<file path="src/rtl/checker_arbiter.sv">
// checker_arbiter: shares one begin/end block checker between two character
// streams. A requester is granted a whole '.'-terminated sentence; the checker
// is reset for one cycle, fed the characters gap-free, flushed with a space,
// and its verdict is reported tagged with the requester id.
module checker_arbiter #(
  parameter int MAX_LEN = 64
) (
  input  logic       clk,
  input  logic       reset,
  input  logic       req0_valid,
  input  logic [7:0] req0_data,
  output logic       req0_ready,
  input  logic       req1_valid,
  input  logic [7:0] req1_data,
  output logic       req1_ready,
  output logic [7:0] chk_in,
  output logic       chk_reset,
  input  logic       chk_result,
  output logic       busy,
  output logic       done_valid,
  output logic       done_id,
  output logic       done_result,
  output logic       done_err
);

  localparam int            CW      = $clog2(MAX_LEN + 1);
  localparam logic [CW-1:0] MAX_CNT = CW'(MAX_LEN);
  localparam logic [7:0]    SPACE   = 8'h20;
  localparam logic [7:0]    DOT     = 8'h2E;

  typedef enum logic [2:0] {
    IDLE,
    RST,
    STREAM,
    FLUSH,
    SAMPLE
  } state_t;

  state_t        state, state_next;
  logic          gnt, gnt_next;
  logic          last_gnt, last_gnt_next;
  logic          chk_reset_q, chk_reset_next;
  logic [7:0]    chk_in_next;
  logic [CW-1:0] len, len_next;
  logic          done_valid_next, done_id_next, done_result_next, done_err_next;

  logic          winner;
  logic          gnt_valid;
  logic [7:0]    gnt_data;

  // On a tie the requester that did not win last time gets the grant.
  assign winner    = (req0_valid && req1_valid) ? !last_gnt : req1_valid;
  assign gnt_valid = gnt ? req1_valid : req0_valid;
  assign gnt_data  = gnt ? req1_data  : req0_data;

  // Handshake and status are forced quiet while reset is asserted.
  assign req0_ready = reset && (state == STREAM) && !gnt;
  assign req1_ready = reset && (state == STREAM) &&  gnt;
  assign busy       = reset && (state != IDLE);
  assign chk_reset  = chk_reset_q || !reset;

  // Next-state and next-register values for the sentence sequencer.
  always_comb begin
    // NOTE: every target gets a default first so no path can infer a latch.
    state_next       = state;
    gnt_next         = gnt;
    last_gnt_next    = last_gnt;
    chk_reset_next   = 1'b0;
    chk_in_next      = SPACE;
    len_next         = len;
    done_valid_next  = 1'b0;
    done_id_next     = done_id;
    done_result_next = done_result;
    done_err_next    = done_err;

    case (state)
      IDLE: begin
        if (req0_valid || req1_valid) begin
          gnt_next       = winner;
          last_gnt_next  = winner;
          chk_reset_next = 1'b1;
          len_next       = '0;
          state_next     = RST;
        end
      end
      RST: state_next = STREAM;
      STREAM: begin
        if (gnt_valid && (gnt_data == DOT)) begin
          state_next = FLUSH;
        end else if (gnt_valid && (len != MAX_CNT)) begin
          chk_in_next = gnt_data;
          len_next    = len + 1'b1;
        end else begin
          // Bubble or overlength: the checker cannot pause, so give up.
          done_valid_next  = 1'b1;
          done_err_next    = 1'b1;
          done_result_next = 1'b0;
          done_id_next     = gnt;
          state_next       = IDLE;
        end
      end
      FLUSH: state_next = SAMPLE;
      SAMPLE: begin
        done_valid_next  = 1'b1;
        done_err_next    = 1'b0;
        done_result_next = chk_result;
        done_id_next     = gnt;
        state_next       = IDLE;
      end
      default: state_next = IDLE;
    endcase
  end

  // State and output registers with synchronous active-low reset.
  always_ff @(posedge clk) begin
    // NOTE: non-blocking assignments keep every register sampling pre-edge values.
    if (!reset) begin
      state       <= IDLE;
      gnt         <= 1'b0;
      last_gnt    <= 1'b1;
      chk_reset_q <= 1'b0;
      chk_in      <= SPACE;
      len         <= '0;
      done_valid  <= 1'b0;
      done_id     <= 1'b0;
      done_result <= 1'b0;
      done_err    <= 1'b0;
    end else begin
      state       <= state_next;
      gnt         <= gnt_next;
      last_gnt    <= last_gnt_next;
      chk_reset_q <= chk_reset_next;
      chk_in      <= chk_in_next;
      len         <= len_next;
      done_valid  <= done_valid_next;
      done_id     <= done_id_next;
      done_result <= done_result_next;
      done_err    <= done_err_next;
    end
  end

endmodule

</file>
<file path="config.mk">
export PLATFORM = sky130hd
export DESIGN_NAME = checker_arbiter
export DESIGN_NICKNAME = d
export VERILOG_FILES = /design/src/rtl/checker_arbiter.sv
export SDC_FILE = /design/constraint.sdc
export NUM_CORES = 1
export LEC_CHECK = 0
export ABC_AREA = 1
export CAP_MARGIN = 20
export CORE_MARGIN = 2
export CORE_UTILIZATION = 47
export CTS_CLUSTER_DIAMETER = 150
export DETAILED_ROUTE_END_ITERATION = 7
export MAX_ROUTING_LAYER = met4
export PLACE_DENSITY = 0.89
export SYNTH_ARGS = -nofsm -noshare
export SYNTH_HDL_FRONTEND = slang
export SYNTH_SLANG_ARGS = --single-unit
</file>
<file path="constraint.sdc">
create_clock -name clk -period 2.1 [get_ports clk]
set_clock_uncertainty 0.15 [all_clocks]
set_input_delay 0.42 -clock clk [delete_from_list [all_inputs] [get_ports clk]]
set_output_delay 0.42 -clock clk [all_outputs]
set_load 0.03 [all_outputs]
</file>
## After elaboration in Yosys (flattened, before gate mapping)

Cells that the tools add are included.

- Register bits: 25
- Logic and storage cells: 71

- Multiplexer cells: 24
- Add/sub/neg operators: 1
- Reductions and logical operators: 22
- Equal/unequal tests: 11
- Bitwise operators: 3

Operators with widths:

| kind | count |
|---|---|
| $mux 7 | 3 |
| $pmux 7 s2 | 1 |
| $pmux 3 s4 | 1 |
| $mux 1 | 11 |
| $mux 3 | 3 |
| $eq 8x6->1 const B | 1 |
| $mux 8 | 1 |
| $pmux 1 s2 | 4 |
| $add 7x1->7 const B | 1 |
| $logic_and 1x1->1 | 7 |
| $ne 7x7->1 const B | 1 |
| $eq 3x2->1 const B | 2 |
| $ne 2x2->1 const B | 3 |
| $reduce_and 2->1 | 3 |
| $reduce_and 4->1 | 1 |
| $reduce_bool 2->1 | 2 |
| $reduce_or 4->1 | 1 |
| $eq 3x1->1 const B | 1 |
| $eq 3x3->1 const B | 1 |
| $logic_not 1->1 | 3 |
| $logic_not 3->1 | 1 |
| $ne 3x3->1 const B | 1 |
| $not 1->1 | 3 |
| $reduce_and 3->1 | 1 |
| 3 further kinds | 4 |

## Depth between registers and ports, before layout

Gate-level depths: netlist of the first run.

- Word-level depth: 5
- Depth in mapped cells: 10
- Depth with buffers taken out: 10

## Worst setup path after synthesis of the first run

OpenSTA, ideal clock, no wires.

- Path type: in2out
- Start: input reset
- End: output busy
- Slack: 152 ps
- Stages on the path: 4
- Arrival: 1378 ps
- Path through: clkbuf_1 -> inv_1 -> buf_6 -> nor2_1

- Word-level cells in the longest chain between the ends: 1

Ends and longest elaborated chain:

| item | RTL line | source |
|---|---|---|
| start, declared | 9 | `input logic reset,` |
| $logic_and 1x1->1 | 59 | `assign busy = reset && (state != IDLE);` |
| end, declared | 19 | `output logic busy,` |

Every way passes these cells.

## Worst setup path after layout of the first run

- Start: register state[0]
- End: output busy

- Word-level cells in the longest chain between the ends: 2

Ends and longest elaborated chain:

| item | RTL line | source |
|---|---|---|
| start, declared | 39 | `state_t state, state_next;` |
| start signal, assigned | 129 | `state <= state_next;` |
| $reduce_bool 3->1 | 59 |  |
| $logic_and 1x1->1 | 59 |  |

Every way passes these cells.

==> results of run 1 <==
-- sequential cells by signal, indices dropped and copies added (netlist names) --
register     flops
chk_in           8
done_err         1
state            3
last_gnt         1
len              7
done_result      1
done_id          1
gnt              1
done_valid       1
chk_reset_q      1
-- cell families (layout without fill, tap and decap cells) --
logic type               count (synthesis)  after routing
AO/OA/AOI/OAI                           21             21
buffers and inverters                   25             71
multiplexers                             1              1
adder cells (fa/ha/maj)                  2              2
flip-flops                              25             25
XOR/XNOR                                 1              1
AND/OR/NAND/NOR                        104            104
-- per-layer routing --
metal	up-vias	routed length, µm
li1	668	-
met1	564	1320
met2	58	1500
met3	4	187
met4	0	45
met5	-	0
-- area by class of cell --
type | instances | area share, %
Clock buffer | 3 | 1.27
Clock inverter | 1 | 0.424
Inverter | 22 | 4.67
Multi-Input combinational cell | 129 | 39.3
Sequential cell | 25 | 28.3
Tap cell | 31 | 2.19
Timing Repair Buffer | 45 | 23.8
-- worst max-delay path, stage by stage, from the launching register on --
cell,delay [ns]
dfxtp_1,0.42
inv_1,0.07
nand2_1,0.08
nor2_1,0.06
buf_4,0.16
nor2_1,0.12
buf_4,0.18
-- worst max path at each step --
stage | cells past startpoint | start | to
2_1_floorplan | 4 | reset | busy
3_3_place_gp | 4 | reset | chk_reset
3_5_place_dp | 4 | reset | chk_reset
4_1_cts | 4 | reset | chk_reset
5_1_grt | 9 | gnt$_SDFFE_PN0P_ | len[1]$_SDFFE_PN0P_
6_report | 6 | state[0]$_SDFFE_PN0P_ | busy
-- where the power goes --
part           internal, mW  leakage, nW  switching, mW
clock                0.0727       0.0139          0.147
sequential            0.510        0.203         0.0281
combinational         0.163        0.578          0.220
-- cells in the final DEF, fill, tap and decap left out --
cell type,count
nor4_1,1
nor3_1,1
clkbuf_4,3
o21ai_2,1
nand2_1,45
or2_2,2
nor2_4,2
a21oi_2,2
dlymetal6s2s_1,1
mux2i_1,1
buf_2,1
o21ai_0,2
a21o_1,2
nand4_1,3
clkinvlp_4,1
nor2_1,21
nor3_4,1
nor3_2,1
nand3_1,15
nand3_2,1
nand3_4,1
ha_1,2
a21oi_1,13
xor2_1,1
nand3b_1,3
dfxtp_1,25
nand2_4,1
o21ai_1,1
inv_1,22
nor3b_1,2
nand2_2,3
nand4_4,1
buf_6,1
buf_4,11
clkdlybuf4s50_1,31
-- through the flow --
step	setup WS, ns	cell area (µm²)	total power, mW	setup TNS (ns)	cells
after floorplan	0.152	1310	0.788	0	179
after global placement	-0.328	1730	0.914	-0.328	251
final	0.122	1770	1.14	0	256
after global routing	0.00517	1770	1.22	0	256
after detailed placement	-0.328	1730	0.924	-0.328	251
after CTS	-0.0175	1770	1.15	-0.0175	256
-- timing repair --
action	CTS	global route
resized for setup	3	4
setup buffers	1	0
pin swaps	1	0
setup endpoints to repair	3	3
==> results.sh, run 1 <==
export IMPL_cts_tree="yes"
export IMPL_synth_xor_xnor_area_share_pct=0.671
export IMPL_synthTopCellsByArea="dfxtp_1, nand2_1, inv_1"
export IMPL_hold_end="last_gnt$_SDFFE_PN1P_"
export IMPL_whs_path_depth=2
export IMPL_synth_top_family_by_area="simple AND/OR/NAND/NOR gates"
export IMPL_io_pins=37
export IMPL_clockRootBuffer="clkbuf_4"
export IMPL_globalplace_congestion=0.825
export IMPL_synth_compound_area_share_pct=9.30
export IMPL_yosysUniqueCellTypes=30
export IMPL_peakVddDrop_mv=0.578
export IMPL_drt_pre_antenna_iters=4
export IMPL_fmax_mhz=506
export IMPL_cts_hold_buf=0
export IMPL_use_met3_pct=3.00
export IMPL_critPathCaptureType="output pin"
export IMPL_grt_pass1_wl_mm=5.33
export IMPL_yosysTopAreaCellShare_pct=38.4
export IMPL_die_w_um=56.7
export IMPL_vias=1294
export IMPL_busiest_layer="met2"
export IMPL_syn_area_per_cell_um2=7.29
export IMPL_worstPathRequired_ns=1.53
export IMPL_setup_viol=0
export IMPL_worstReg2RegStart="gnt$_SDFFE_PN0P_"
export IMPL_seq_area_um2=500
export IMPL_whs_ns=0.337
export IMPL_status="finished clean"
export IMPL_gr_usage_met2_pct=37.7
export IMPL_muxShareOfSynthArea_pct=0.767
export IMPL_diodes=0
export IMPL_hold_class="reg -> reg"
export IMPL_syn_nets=202
export IMPL_drc=0
export IMPL_use_met1_pct=23.3
export IMPL_crit_arrival_ns=1.41
export IMPL_yosys_area_share_simple_pct=40.7
export IMPL_cts_buffers=3
export IMPL_multi_input_area_um2=696
export IMPL_r2r_worst_path_cells=9
export IMPL_wire_per_inst_um=11.9
export IMPL_area_growth_pct=35.6
export IMPL_r2r_end="len[4]$_SDFFE_PN0P_"
export IMPL_viasPerCell=5.05
export IMPL_yosysTopAreaCell="dfxtp_1"
export IMPL_power_density_nw_per_um2=645
export IMPL_ys_ff_latch=25
export IMPL_antenna_found_initial=0
export IMPL_layout_worst_path_cycle_share_pct=94.2
export IMPL_synth_adder_area_share_pct=1.92
export IMPL_post_route_min_period_ns=1.98
export IMPL_synth_seq_area_share_pct=38.4
export IMPL_layout_nets=249
export IMPL_grt_pass1_vias=1285
export IMPL_critPathMaxFanout=4
export IMPL_rows=19
export IMPL_synthArstFlopShare_pct=0
export IMPL_synth_area_um2=1310
export IMPL_holdCritStartpoint="last_gnt$_SDFFE_PN1P_"
export IMPL_clock_sinks=25
export IMPL_drt_iter0_markers=48
export IMPL_routed_wl_mm=3.06
export IMPL_worstSetupPathType="reg -> out"
export IMPL_max_clock_path_buffers=2
export IMPL_place_hpwl_mm=2.27
export IMPL_cts_htree_levels=1
export IMPL_dieArea_um2=3210
export IMPL_r2r_slack_ns=0.21
export IMPL_ys_flop_type="dfxtp_1"
export IMPL_grt_max_degree=16
export IMPL_max_slew_margin_rel_pct=78.8
export IMPL_rsz0062_at_grt="false"
export IMPL_clk_insertion_delay_late_ns=0.32
export IMPL_leakagePower_nw=0.795
export IMPL_die_h_um=56.7
export IMPL_tightest_slew_ns=0.317
export IMPL_synth_commonest_cells="nand2_1, dfxtp_1, inv_1"
export IMPL_maxSlewViolCount=0
export IMPL_yosys_warnings=0
export IMPL_coreArea_um2=2690
export IMPL_fillers=233
export IMPL_synth_edf_count=0
export IMPL_track_usage_pct=21.2
export IMPL_finalHoldViolCount=0
export IMPL_fin_util_pct=65.9
export IMPL_postRouteAntennaNets=0
export IMPL_grt_ovfl_total=0
export IMPL_maxCapViolCount=0
export IMPL_synth_most_common_cell="nand2_1"
export IMPL_start_util_pct=48.6
export IMPL_cp_start_kind="register"
export IMPL_synth_cells=179
export IMPL_io_buffers=36
export IMPL_clk_pin_slew_ns=0.14
export IMPL_layout_drive_gt1_share_pct=14.7
(Power assumes the default switching activity.)
==> inputs of run 2 (changes only) <==
--- a/config.mk
+++ b/config.mk
@@ -9,10 +9,10 @@
 export CAP_MARGIN = 20
 export CORE_MARGIN = 2
 export CORE_UTILIZATION = 47
+export CTS_BUF_LIST = sky130_fd_sc_hd__clkbuf_16
 export CTS_CLUSTER_DIAMETER = 150
 export DETAILED_ROUTE_END_ITERATION = 7
-export MAX_ROUTING_LAYER = met4
-export PLACE_DENSITY = 0.89
+export PLACE_DENSITY_LB_ADDON = 0.12
 export SYNTH_ARGS = -nofsm -noshare
 export SYNTH_HDL_FRONTEND = slang
 export SYNTH_SLANG_ARGS = --single-unit
==> run 2 against run 1 <==
Net effect: clock power up 94%; first-iteration DRC count grew 19%; cell area grew 2.1%; critical endpoint is now req1_ready; largest cell class unchanged; die area is the same; via count decreased by 1.6%; global-route usage down 0.84 points; register-to-register slack better by 0.09 ns; largest power group unchanged; sequential power about the same.
==> results.sh, run 2 (synthesis gave the netlist of run 1 again) <==
export IMPL_fin_util_pct=67.3
export IMPL_area_growth_pct=38.4
export IMPL_critPathCaptureType="output pin"
export IMPL_maxSlewViolCount=0
export IMPL_timing_final_ws_setup_ns=0.0981
export IMPL_start_util_pct=48.6
export IMPL_total_power_mw=1.34
export IMPL_dp_cells=249
export IMPL_grt_max_degree=15
export IMPL_io_buffers=36
export IMPL_clk_insertion_delay_late_ns=0.26
export IMPL_layout_nets=248
export IMPL_top_regs="chk_in x8, len x7, state x3"
export IMPL_hold_class="reg -> reg"
export IMPL_cts_tree="yes"
export IMPL_worstSetupPathType="in -> out"
export IMPL_place_hpwl_mm=2.24
export IMPL_coreArea_um2=2690
export IMPL_grt_ovfl_total=0
export IMPL_fmax_mhz=500
export IMPL_rows=19
export IMPL_tightest_slew_ns=0.317
export IMPL_finalHoldViolCount=0
export IMPL_largest_register_ffs=8
export IMPL_final_common_cell="nand2_1"
export IMPL_globalplace_congestion=0.772
export IMPL_drt_iter0_markers=57
export IMPL_post_route_min_period_ns=2.00
export IMPL_max_slew_margin_rel_pct=78.6
export IMPL_clk_pin_slew_ns=0.06
export IMPL_antenna_found_initial=0
export IMPL_leakagePower_nw=0.809
export IMPL_drc=0
export IMPL_critPathMaxFanout=8
export IMPL_die_w_um=56.7
export IMPL_io_pins=37
export IMPL_top_register="chk_in"
export IMPL_drt_pre_antenna_iters=4
export IMPL_worstPathRequired_ns=1.53
export IMPL_track_usage_pct=20.3
export IMPL_crit_arrival_ns=1.43
export IMPL_cts_htree_levels=1
export IMPL_status="finished clean"
export IMPL_cts_buffers=3
export IMPL_layout_worst_path_cycle_share_pct=95.3
export IMPL_cts_hold_buf=0
export IMPL_maxCapViolCount=0
export IMPL_wire_per_inst_um=11.9
export IMPL_grt_pass1_wl_mm=5.20
export IMPL_rsz0062_at_grt="false"
export IMPL_final_cell_mix="nand2_1, clkdlybuf4s50_1, dfxtp_1"
export IMPL_layout_drive_gt1_share_pct=14.7
export IMPL_viasPerCell=4.99
export IMPL_cp_start_kind="input pin"
export IMPL_setup_viol=0
export IMPL_final_cells=255
export IMPL_die_h_um=56.7
export IMPL_routed_wl_mm=3.04
export IMPL_clockRootBuffer="clkbuf_16"
export IMPL_peakVddDrop_mv=0.684
export IMPL_power_density_nw_per_um2=741
export IMPL_max_clock_path_buffers=2
export IMPL_grt_pass1_vias=1240
export IMPL_vias=1273
export IMPL_dieArea_um2=3210
export IMPL_clock_sinks=25
export IMPL_place_ws_ns=-0.277
export IMPL_postRouteAntennaNets=0
export IMPL_diodes=0
run 2: layout make-up:
class / instances / area [µm²]
Sequential cell: 25 / 502
Clock buffer: 3 / 75.1
Timing Repair Buffer: 44 / 408
Inverter: 22 / 82.6
Tap cell: 31 / 38.8
Fill cell: 240 / 880
Multi-Input combinational cell: 129 / 696
Clock inverter: 1 / 5.00
run 2: metrics by stage:
stage	hold slack, ns	setup TNS [ns]	area [µm²]
global placement	0.296	-0.273	1720
global route	0.348	0	1810
finish	0.320	0	1810
CTS	0.320	0	1800
detailed placement	0.305	-0.296	1720
floorplan	0.279	0	1310
run 2: worst paths after layout:
check	startpoint	endpoint	slack (ns)	depth (start not counted)
min	last_gnt$_SDFFE_PN1P_	last_gnt$_SDFFE_PN1P_	0.32	2
min reg2reg	last_gnt$_SDFFE_PN1P_	last_gnt$_SDFFE_PN1P_	0.32	2
max reg2reg	gnt$_SDFFE_PN0P_	len[3]$_SDFFE_PN0P_	0.30	9
max	reset	req1_ready	0.1	5
run 2: critical path, cell delays in order:
cell and delay (ns):
clkdlybuf4s50_1 0.48, buf_4 0.17, nand2_1 0.08, nor2_1 0.11
buf_4 0.17
run 2: repair_timing:
item,CTS,global route
gates resized for setup,3,3
setup buffers,0,2
endpoints found under the setup margin,1,5
pin swaps,0,1
run 2: metal layers:
layer | vias to the layer above | share of wire [%] | track usage, %
li1 | 662 | - | -
met1 | 562 | 44 | 24.9
met2 | 44 | 48 | 34.7
met3 | 5 | 6.3 | 2.76
met4 | 0 | 1.9 | 9.86
met5 | - | 0 | 0
run 2: power breakdown:
group | internal (mW) | leakage, nW | total, mW | switching [mW]
Combinational | 0.158 | 0.564 | 0.370 | 0.212
Clock | 0.257 | 0.0409 | 0.427 | 0.170
Sequential | 0.511 | 0.204 | 0.541 | 0.0302
Total | 0.926 | 0.809 | 1.34 | 0.413
